--- src/rtl/timeout_counter_bank.sv ---
// ---------------------------------------------------------------------------
// timeout_counter_bank
//
// Bank of CHANNELS independent timeout up-counters. Each channel latches its
// own limit and mode on start, counts while running, and signals expiry with
// a one-cycle tick plus a sticky overflow flag. One-shot channels park in
// DONE after expiry. Periodic channels reload to zero and keep running.
//
// Optional feature (macro TIMEOUT_BANK_EXPIRE_CNT_EN):
//   Adds o_EXP_CNT, an 8-bit saturating expiry counter per channel. The
//   counter clears on i_CLEAR, on i_START, or on reset.
//
// Parameters:
//   COUNTER_BITS  width of each channel counter and limit
//   CHANNELS      number of channels (1..16)
//
// Ports:
//   i_CLK           clock, rising edge
//   i_RST           asynchronous active-high reset
//   i_LIM           per-channel limit; channel k uses [k*COUNTER_BITS +: COUNTER_BITS]
//   i_MODE          per-channel mode, sampled with i_START (0 one-shot, 1 periodic)
//   i_START         per-channel start/restart strobe
//   i_CLEAR         per-channel synchronous clear to IDLE
//   i_PAUSE         per-channel pause level
//   o_BUSY          channel is in RUN or PAUSED
//   o_TICK          one-cycle pulse on each expiry
//   o_OVERFLOW      sticky expiry flag
//   o_ANY_OVERFLOW  combinational OR of o_OVERFLOW
//   o_EXP_CNT       per-channel expiry count (only with the macro defined)
// ---------------------------------------------------------------------------
module timeout_counter_bank #(
  parameter int COUNTER_BITS = 32,
  parameter int CHANNELS     = 4
) (
  input  logic                             i_CLK,
  input  logic                             i_RST,
  input  logic [CHANNELS*COUNTER_BITS-1:0] i_LIM,
  input  logic [CHANNELS-1:0]              i_MODE,
  input  logic [CHANNELS-1:0]              i_START,
  input  logic [CHANNELS-1:0]              i_CLEAR,
  input  logic [CHANNELS-1:0]              i_PAUSE,
  output logic [CHANNELS-1:0]              o_BUSY,
  output logic [CHANNELS-1:0]              o_TICK,
  output logic [CHANNELS-1:0]              o_OVERFLOW,
`ifdef TIMEOUT_BANK_EXPIRE_CNT_EN
  output logic [CHANNELS*8-1:0]            o_EXP_CNT,
`endif
  output logic                             o_ANY_OVERFLOW
);

  typedef enum logic [1:0] {
    ST_IDLE   = 2'd0,
    ST_RUN    = 2'd1,
    ST_PAUSED = 2'd2,
    ST_DONE   = 2'd3
  } state_t;

  localparam logic [COUNTER_BITS-1:0] COUNT_ONE  = {{(COUNTER_BITS-1){1'b0}}, 1'b1};
  localparam logic [COUNTER_BITS-1:0] COUNT_ZERO = '0;

  genvar gi;
  generate
    for (gi = 0; gi < CHANNELS; gi++) begin : g_chan
      state_t                  state_reg;
      logic [COUNTER_BITS-1:0] count_reg;
      logic [COUNTER_BITS-1:0] limit_reg;
      logic                    mode_reg;
      logic                    busy_reg;
      logic                    tick_reg;
      logic                    ovf_reg;
      logic                    expire;

      // Expiry only happens on a genuine counting edge: running, not being
      // paused, and not overridden by a clear or start on the same edge.
      assign expire = (state_reg == ST_RUN) && !i_PAUSE[gi] &&
                      !i_CLEAR[gi] && !i_START[gi] && (count_reg == limit_reg);

      always_ff @(posedge i_CLK or posedge i_RST) begin
        if (i_RST) begin
          state_reg <= ST_IDLE;
          count_reg <= COUNT_ZERO;
          limit_reg <= COUNT_ZERO;
          mode_reg  <= 1'b0;
          busy_reg  <= 1'b0;
          tick_reg  <= 1'b0;
          ovf_reg   <= 1'b0;
        end else if (i_CLEAR[gi]) begin
          state_reg <= ST_IDLE;
          count_reg <= COUNT_ZERO;
          busy_reg  <= 1'b0;
          tick_reg  <= 1'b0;
          ovf_reg   <= 1'b0;
        end else if (i_START[gi]) begin
          // A restart discards progress, including an expiry due this edge.
          state_reg <= ST_RUN;
          count_reg <= COUNT_ZERO;
          limit_reg <= i_LIM[gi*COUNTER_BITS +: COUNTER_BITS];
          mode_reg  <= i_MODE[gi];
          busy_reg  <= 1'b1;
          tick_reg  <= 1'b0;
          ovf_reg   <= 1'b0;
        end else begin
          tick_reg <= 1'b0;
          unique case (state_reg)
            ST_RUN: begin
              if (i_PAUSE[gi]) begin
                state_reg <= ST_PAUSED;
              end else if (expire) begin
                tick_reg <= 1'b1;
                ovf_reg  <= 1'b1;
                if (mode_reg) begin
                  count_reg <= COUNT_ZERO;
                end else begin
                  // count_reg already equals the limit, so it simply holds.
                  state_reg <= ST_DONE;
                  busy_reg  <= 1'b0;
                end
              end else begin
                count_reg <= count_reg + COUNT_ONE;
              end
            end
            ST_PAUSED: begin
              // Leaving pause costs one edge with no counting.
              if (!i_PAUSE[gi]) begin
                state_reg <= ST_RUN;
              end
            end
            default: begin
              // IDLE and DONE hold everything until start or clear.
            end
          endcase
        end
      end

      assign o_BUSY[gi]     = busy_reg;
      assign o_TICK[gi]     = tick_reg;
      assign o_OVERFLOW[gi] = ovf_reg;

`ifdef TIMEOUT_BANK_EXPIRE_CNT_EN
      logic [7:0] exp_cnt_reg;

      always_ff @(posedge i_CLK or posedge i_RST) begin
        if (i_RST) begin
          exp_cnt_reg <= 8'd0;
        end else if (i_CLEAR[gi] || i_START[gi]) begin
          exp_cnt_reg <= 8'd0;
        end else if (expire && (exp_cnt_reg != 8'hFF)) begin
          exp_cnt_reg <= exp_cnt_reg + 8'd1;
        end
      end

      assign o_EXP_CNT[gi*8 +: 8] = exp_cnt_reg;
`endif
    end
  endgenerate

  assign o_ANY_OVERFLOW = |o_OVERFLOW;

endmodule

--- config.mk ---
export PLATFORM = sky130hd
export DESIGN_NAME = timeout_counter_bank
export DESIGN_NICKNAME = d
export VERILOG_FILES = /design/src/rtl/timeout_counter_bank.sv
export SDC_FILE = /design/constraint.sdc
export NUM_CORES = 1
export LEC_CHECK = 0
export ABC_AREA = 1
export BUFFER_PORTS_ARGS = -buffer_cell sky130_fd_sc_hd__buf_2
export CAP_MARGIN = 20
export CORE_ASPECT_RATIO = 1.25
export CORE_UTILIZATION = 41
export DETAILED_ROUTE_END_ITERATION = 6
export RECOVER_POWER = 50
export SLEW_MARGIN = 25
export SYNTH_ARGS = -nofsm -noshare
export SYNTH_HDL_FRONTEND = slang
export SYNTH_SLANG_ARGS = --single-unit
--- constraint.sdc ---
create_clock -name i_CLK -period 12.4 [get_ports i_CLK]
set_clock_uncertainty 0.15 [all_clocks]
set_input_delay 0.62 -clock i_CLK [delete_from_list [all_inputs] [get_ports i_CLK]]
set_output_delay 0.62 -clock i_CLK [all_outputs]
set_load 0.01 [all_outputs]
Yosys cells after proc, flatten, opt, wreduce, memory -nomap -nowiden
Index checks and enable logic that the tools add are counted.
{"block": "word_totals", "out_inout_bits": 13, "ff_bits": 280, "inputBits": 146, "elab_cells": 249}
{"block": "op_classes", "addsub": 4, "n_eq_ne": 36, "bitwise_logic": 4, "n_reduce_logical": 61, "muxes": 116}
{"op": "two-way mux 32 bit", "count": 24}
{"op": "adder 32 x 1 -> 32 bit, second input constant", "count": 4}
{"op": "== test 32 bit", "count": 4}
{"op": "two-way mux 1 bit", "count": 64}
{"op": "two-way mux 2 bit", "count": 24}
{"op": "!= test 5 bit, second input constant", "count": 8}
{"op": "!= test 4 bit, second input constant", "count": 8}
{"op": "AND reduction 4 bit", "count": 8}
{"op": "!= test 3 bit, second input constant", "count": 8}
{"op": "AND reduction 3 bit", "count": 8}
{"op": "nonzero test 3 bit", "count": 8}
{"op": "logical AND 1 bit", "count": 16}
{"op": "one-hot mux 2 bit (2 select lines)", "count": 4}
{"op": "nonzero test 4 bit", "count": 4}
{"op": "zero test 1 bit", "count": 12}
{"op": "== test 2 x 1 -> 1 bit, second input constant", "count": 4}
{"op": "== test 2 bit, second input constant", "count": 4}
{"op": "AND reduction 2 bit", "count": 4}
{"op": "inverter 1 bit", "count": 4}
{"op": "OR reduction 4 bit", "count": 1}

Logic depth before layout (Yosys ltp)
{"block": "depth", "word_depth": 10, "ltp_mapped": 15, "depth_no_buf": 15}

Least setup slack after synthesis
Ideal clock, no wire load.
{"block": "synth_path", "path_type": "input -> register", "startpoint": "input i_CLEAR[3]", "endpoint": "register g_chan[3].busy_reg", "cell_stages": 7, "required_ps": 12117, "path_slack_ps": 10382, "arrival_ps": 1734, "setup_ps": 133, "path_buffers": 1, "path_cell_list": "nor2_1 -> inv_1 -> nor2_1 -> nand3_2 -> clkbuf_1 -> o211ai_1 -> nand2_1"}
{"block": "synth_between", "elab_chain_len": 6, "word_cells_on_any_way": 10, "cone_classes": "2 x eq/ne; 1 x mux; 7 x reduce/logical"}
{"item": "from (decl)", "line_no": "40", "rtl": "input logic [CHANNELS-1:0] i_CLEAR,"}
{"item": "zero test 1 bit", "line_no": "76", "rtl": "!i_CLEAR[gi] && !i_START[gi] && (count_reg == limit_reg);"}
{"item": "logical AND 1 bit", "line_no": "75", "rtl": "assign expire = (state_reg == ST_RUN) && !i_PAUSE[gi] &&"}
{"item": "logical AND 1 bit (2 in a row)", "line_no": "76"}
{"item": "nonzero test 3 bit (no source line)"}
{"item": "AND reduction 4 bit (no source line)"}
{"item": "to (signal assigned)", "line_no": "84", "rtl": "busy_reg <= 1'b0;"}
{"item": "to (signal assigned)", "line_no": "90", "rtl": "busy_reg <= 1'b0;"}
{"item": "to (signal assigned)", "line_no": "99", "rtl": "busy_reg <= 1'b1;"}
{"item": "to (decl)", "line_no": "68", "rtl": "logic busy_reg;"}
Parallel ways exist; a longest one is shown, timed or not.
A chain may end at the register's enable or synchronous reset.

==> results.txt <==
Hold/Removal Path Class: input port to register
FP Rows: 83
area taken by multi-input logic gates: 8700 µm²
Final period util: 49.9%
Die Area: 42500 µm²
Vias: 14300
Worst EP arrival: 5870 ps
latest clock arrival within the worst-skew pair: 570 ps
switching pwr: 557 µW
fin. max-slew vios: 280
CP max-delay cell: clkbuf_1
grt ovf: 0
largest net degree at the start of global routing: 79
Total Wirelength: 43.5 mm
vias in the first global route: 13900
achievable frequency: 162 MHz
CTS max path bufs: 3
Chip Width: 185 µm
layout overhead on the synthesized area: 12.5%
Pleak: 0.00886 µW
CP cell instances: dlygate4sd3_1, buf_2, clkinvlp_2, clkbuf_1
Max Cap Viol: 5
crit path to: g_chan[1].state_reg[1]
Final Hold Viols: 0
Clk pwr share: 42.5%
core area: 41100 µm²
slew margin rel.: -145%
setup TNS: 0 ps
CP endpoint kind: asynchronous set/reset pin
min Tclk post-route: 6190 ps
CTS resizes: 0
first-pass GRT wire length: 71.8 mm
CP Launch Type: input port
cells on worst reg2reg path: 11
Nets: 2505
Mapped Cells: 2244
Critical R2R Launch: g_chan[0].count_reg[0]
Cell Int Power: 1700 µW
RSZ-0062 raised after global routing: no
Reg clk slew, reported paths: 60 ps
fillcell total: 4255
classification of the worst setup path: input port to asynchronous set/reset pin
status: finished, violations left
Starting Density: 41.6%
reg2reg setup slack: 9480 ps
sequential share of power: 45.8%
gr usage total: 21.0%
sequential-to-total area share from yosys stat: 41.0%
Worst Path Required: 12080 ps
Worst path max stage delay: 2680 ps
diode count: 0
Post-Synthesis Net Count: 2402
Least-Margin Pin Slew: 3670 ps
Antenna Nets Post-Route: 0
synth unique cells: 28
Tot Pwr: 2260 µW
PD cells: 117 nW/µm²
worst setup path start: i_RST
vias per cell: 4.90
Avg WL per Cell: 14.9 µm
DR iter-0 viols: 730
number of CTS-inserted buffers: 30
hold path startpoint: i_LIM[91]
Detailed Place HPWL: 32.3 mm
Reg area: 7010 µm²
critical path fanouts, max: 73
H-tree depth: 1
Vert. Die Dim: 230 µm
drt drc: 0
R2R Path End: g_chan[0].count_reg[31]
final core occ: 46.8%
share of cells above drive strength 1: 13.7%
CTS sink cnt: 280
failing checks: capacitance limit, slew limit
power share of the combinational group: 11.6%
VDD IR max: 108 µV
# port buffers: 158
I/O pin count: 159
1st-pass router iterations: 5
Synth Register Bits: 280
Synth warnings: 0
Final GP Congestion: 0.961
initial antenna violation count: 1
Net Sw Frac: 24.7%
mean area per synthesized cell: 7.62 µm²
Synth Cell Area: 17100 µm²
Setup Buffers After CTS: 0
CTS root buf: clkbuf_16
clock tree from TritonCTS: built
Setup Viol. Count Final: 0
[Yosys cell counts (all sizes together)]
master  number  area [µm²]
nand3       94         475
xor2        59         517
nand2      664        2490
o211ai       4        30.0
inv        241         905
nor2       275        1040
buf         49         283
dfrtp      280        7010
mux2       117        1320
nand4      108         676
nand3b       1        7.51
a21oi       25         136
xnor2      142        1240
o21bai       1        7.51
nor3        23         125
o21ai       96         480
ha          12         150
or2          1        6.26
clkbuf      52         203
[power by group through the flow]
stage / registers, µW / logic [µW] / clock network, µW
after CTS: 1040 / 269 / 994
after floorplan: 1030 / 198 / 0
after global routing: 1040 / 295 / 1030
after global placement: 1050 / 259 / 0
final: 1030 / 262 / 960
after detailed placement: 1050 / 267 / 0
[worst min path at each step]
stage                               to  cells past startpoint  slack (ps)
3_3_place_gp        g_chan[1].busy_reg                      2         360
5_1_grt        g_chan[2].limit_reg[25]                      2         100
6_report       g_chan[2].limit_reg[27]                      2         120
4_1_cts        g_chan[2].limit_reg[18]                      2          80
3_5_place_dp    g_chan[0].limit_reg[7]                      1         370
2_1_floorplan       g_chan[1].busy_reg                      2         340
[per-layer routing]
metal | track usage, % | wire, µm
met1 | 26.6 | 19400
met2 | 37.2 | 21500
met3 | 2.31 | 1520
met4 | 6.33 | 1100
met5 | 0 | 11
[layout by cell type (no fill, tap or decap), types with 2 or more instances in the layout]
cell	count
nand4_1	108
clkbuf_8	9
xnor2_1	142
o211ai_1	4
nor2_1	273
nand3_1	93
inv_2	2
ha_1	12
buf_2	142
o21ai_1	19
clkinv_2	3
nor2_2	2
bufinv_16	4
buf_4	8
xor2_1	59
nand2_1	664
mux2_2	117
a21oi_1	24
nor3_2	2
dfrtp_1	280
inv_1	237
o21ai_0	77
clkbuf_1	27
nor3_1	21
clkbuf_16	31
[logic make-up after synthesis]
| group | share of synthesized area, % |
|---|---|
| buffers and inverters | 8.13 |
| AND/OR/NAND/NOR | 28.2 |
| XOR/XNOR | 10.3 |
| flip-flops | 41.0 |
| AO/OA/AOI/OAI | 3.83 |
| multiplexers | 7.71 |
| adder cells (fa/ha/maj) | 0.878 |
[layout make-up]
cell class / instances / share of cell area, %
Multi-Input combinational cell: 1622 / 45.2
Sequential cell: 280 / 36.4
Clock buffer: 47 / 4.81
Inverter: 241 / 4.71
Timing Repair Buffer: 172 / 4.51
Tap cell: 552 / 3.59
Clock inverter: 8 / 0.748
[per-stage QoR]
step	std cells	area, µm²	setup WS, ps	hold slack (ps)
2_1_floorplan	2244	17100	3910	336
3_3_place_gp	2866	18200	9250	359
3_5_place_dp	2866	18200	9210	365
4_1_cts	2922	19300	9290	80.7
5_1_grt	2922	19200	4980	96.9
6_report	2922	19200	6210	120
[critical path: cells and delay by family]
| kind | cells | cell delay [ps] |
|---|---|---|
| buffers and inverters | 4 | 5120 |
[what timing repair did]
action / CTS / global route
endpoints found under the setup margin: 0 / 0
hold endpoints to repair: 71 / 0
hold buffers: 1 / 0
Power figures use the tool's default switching activity.
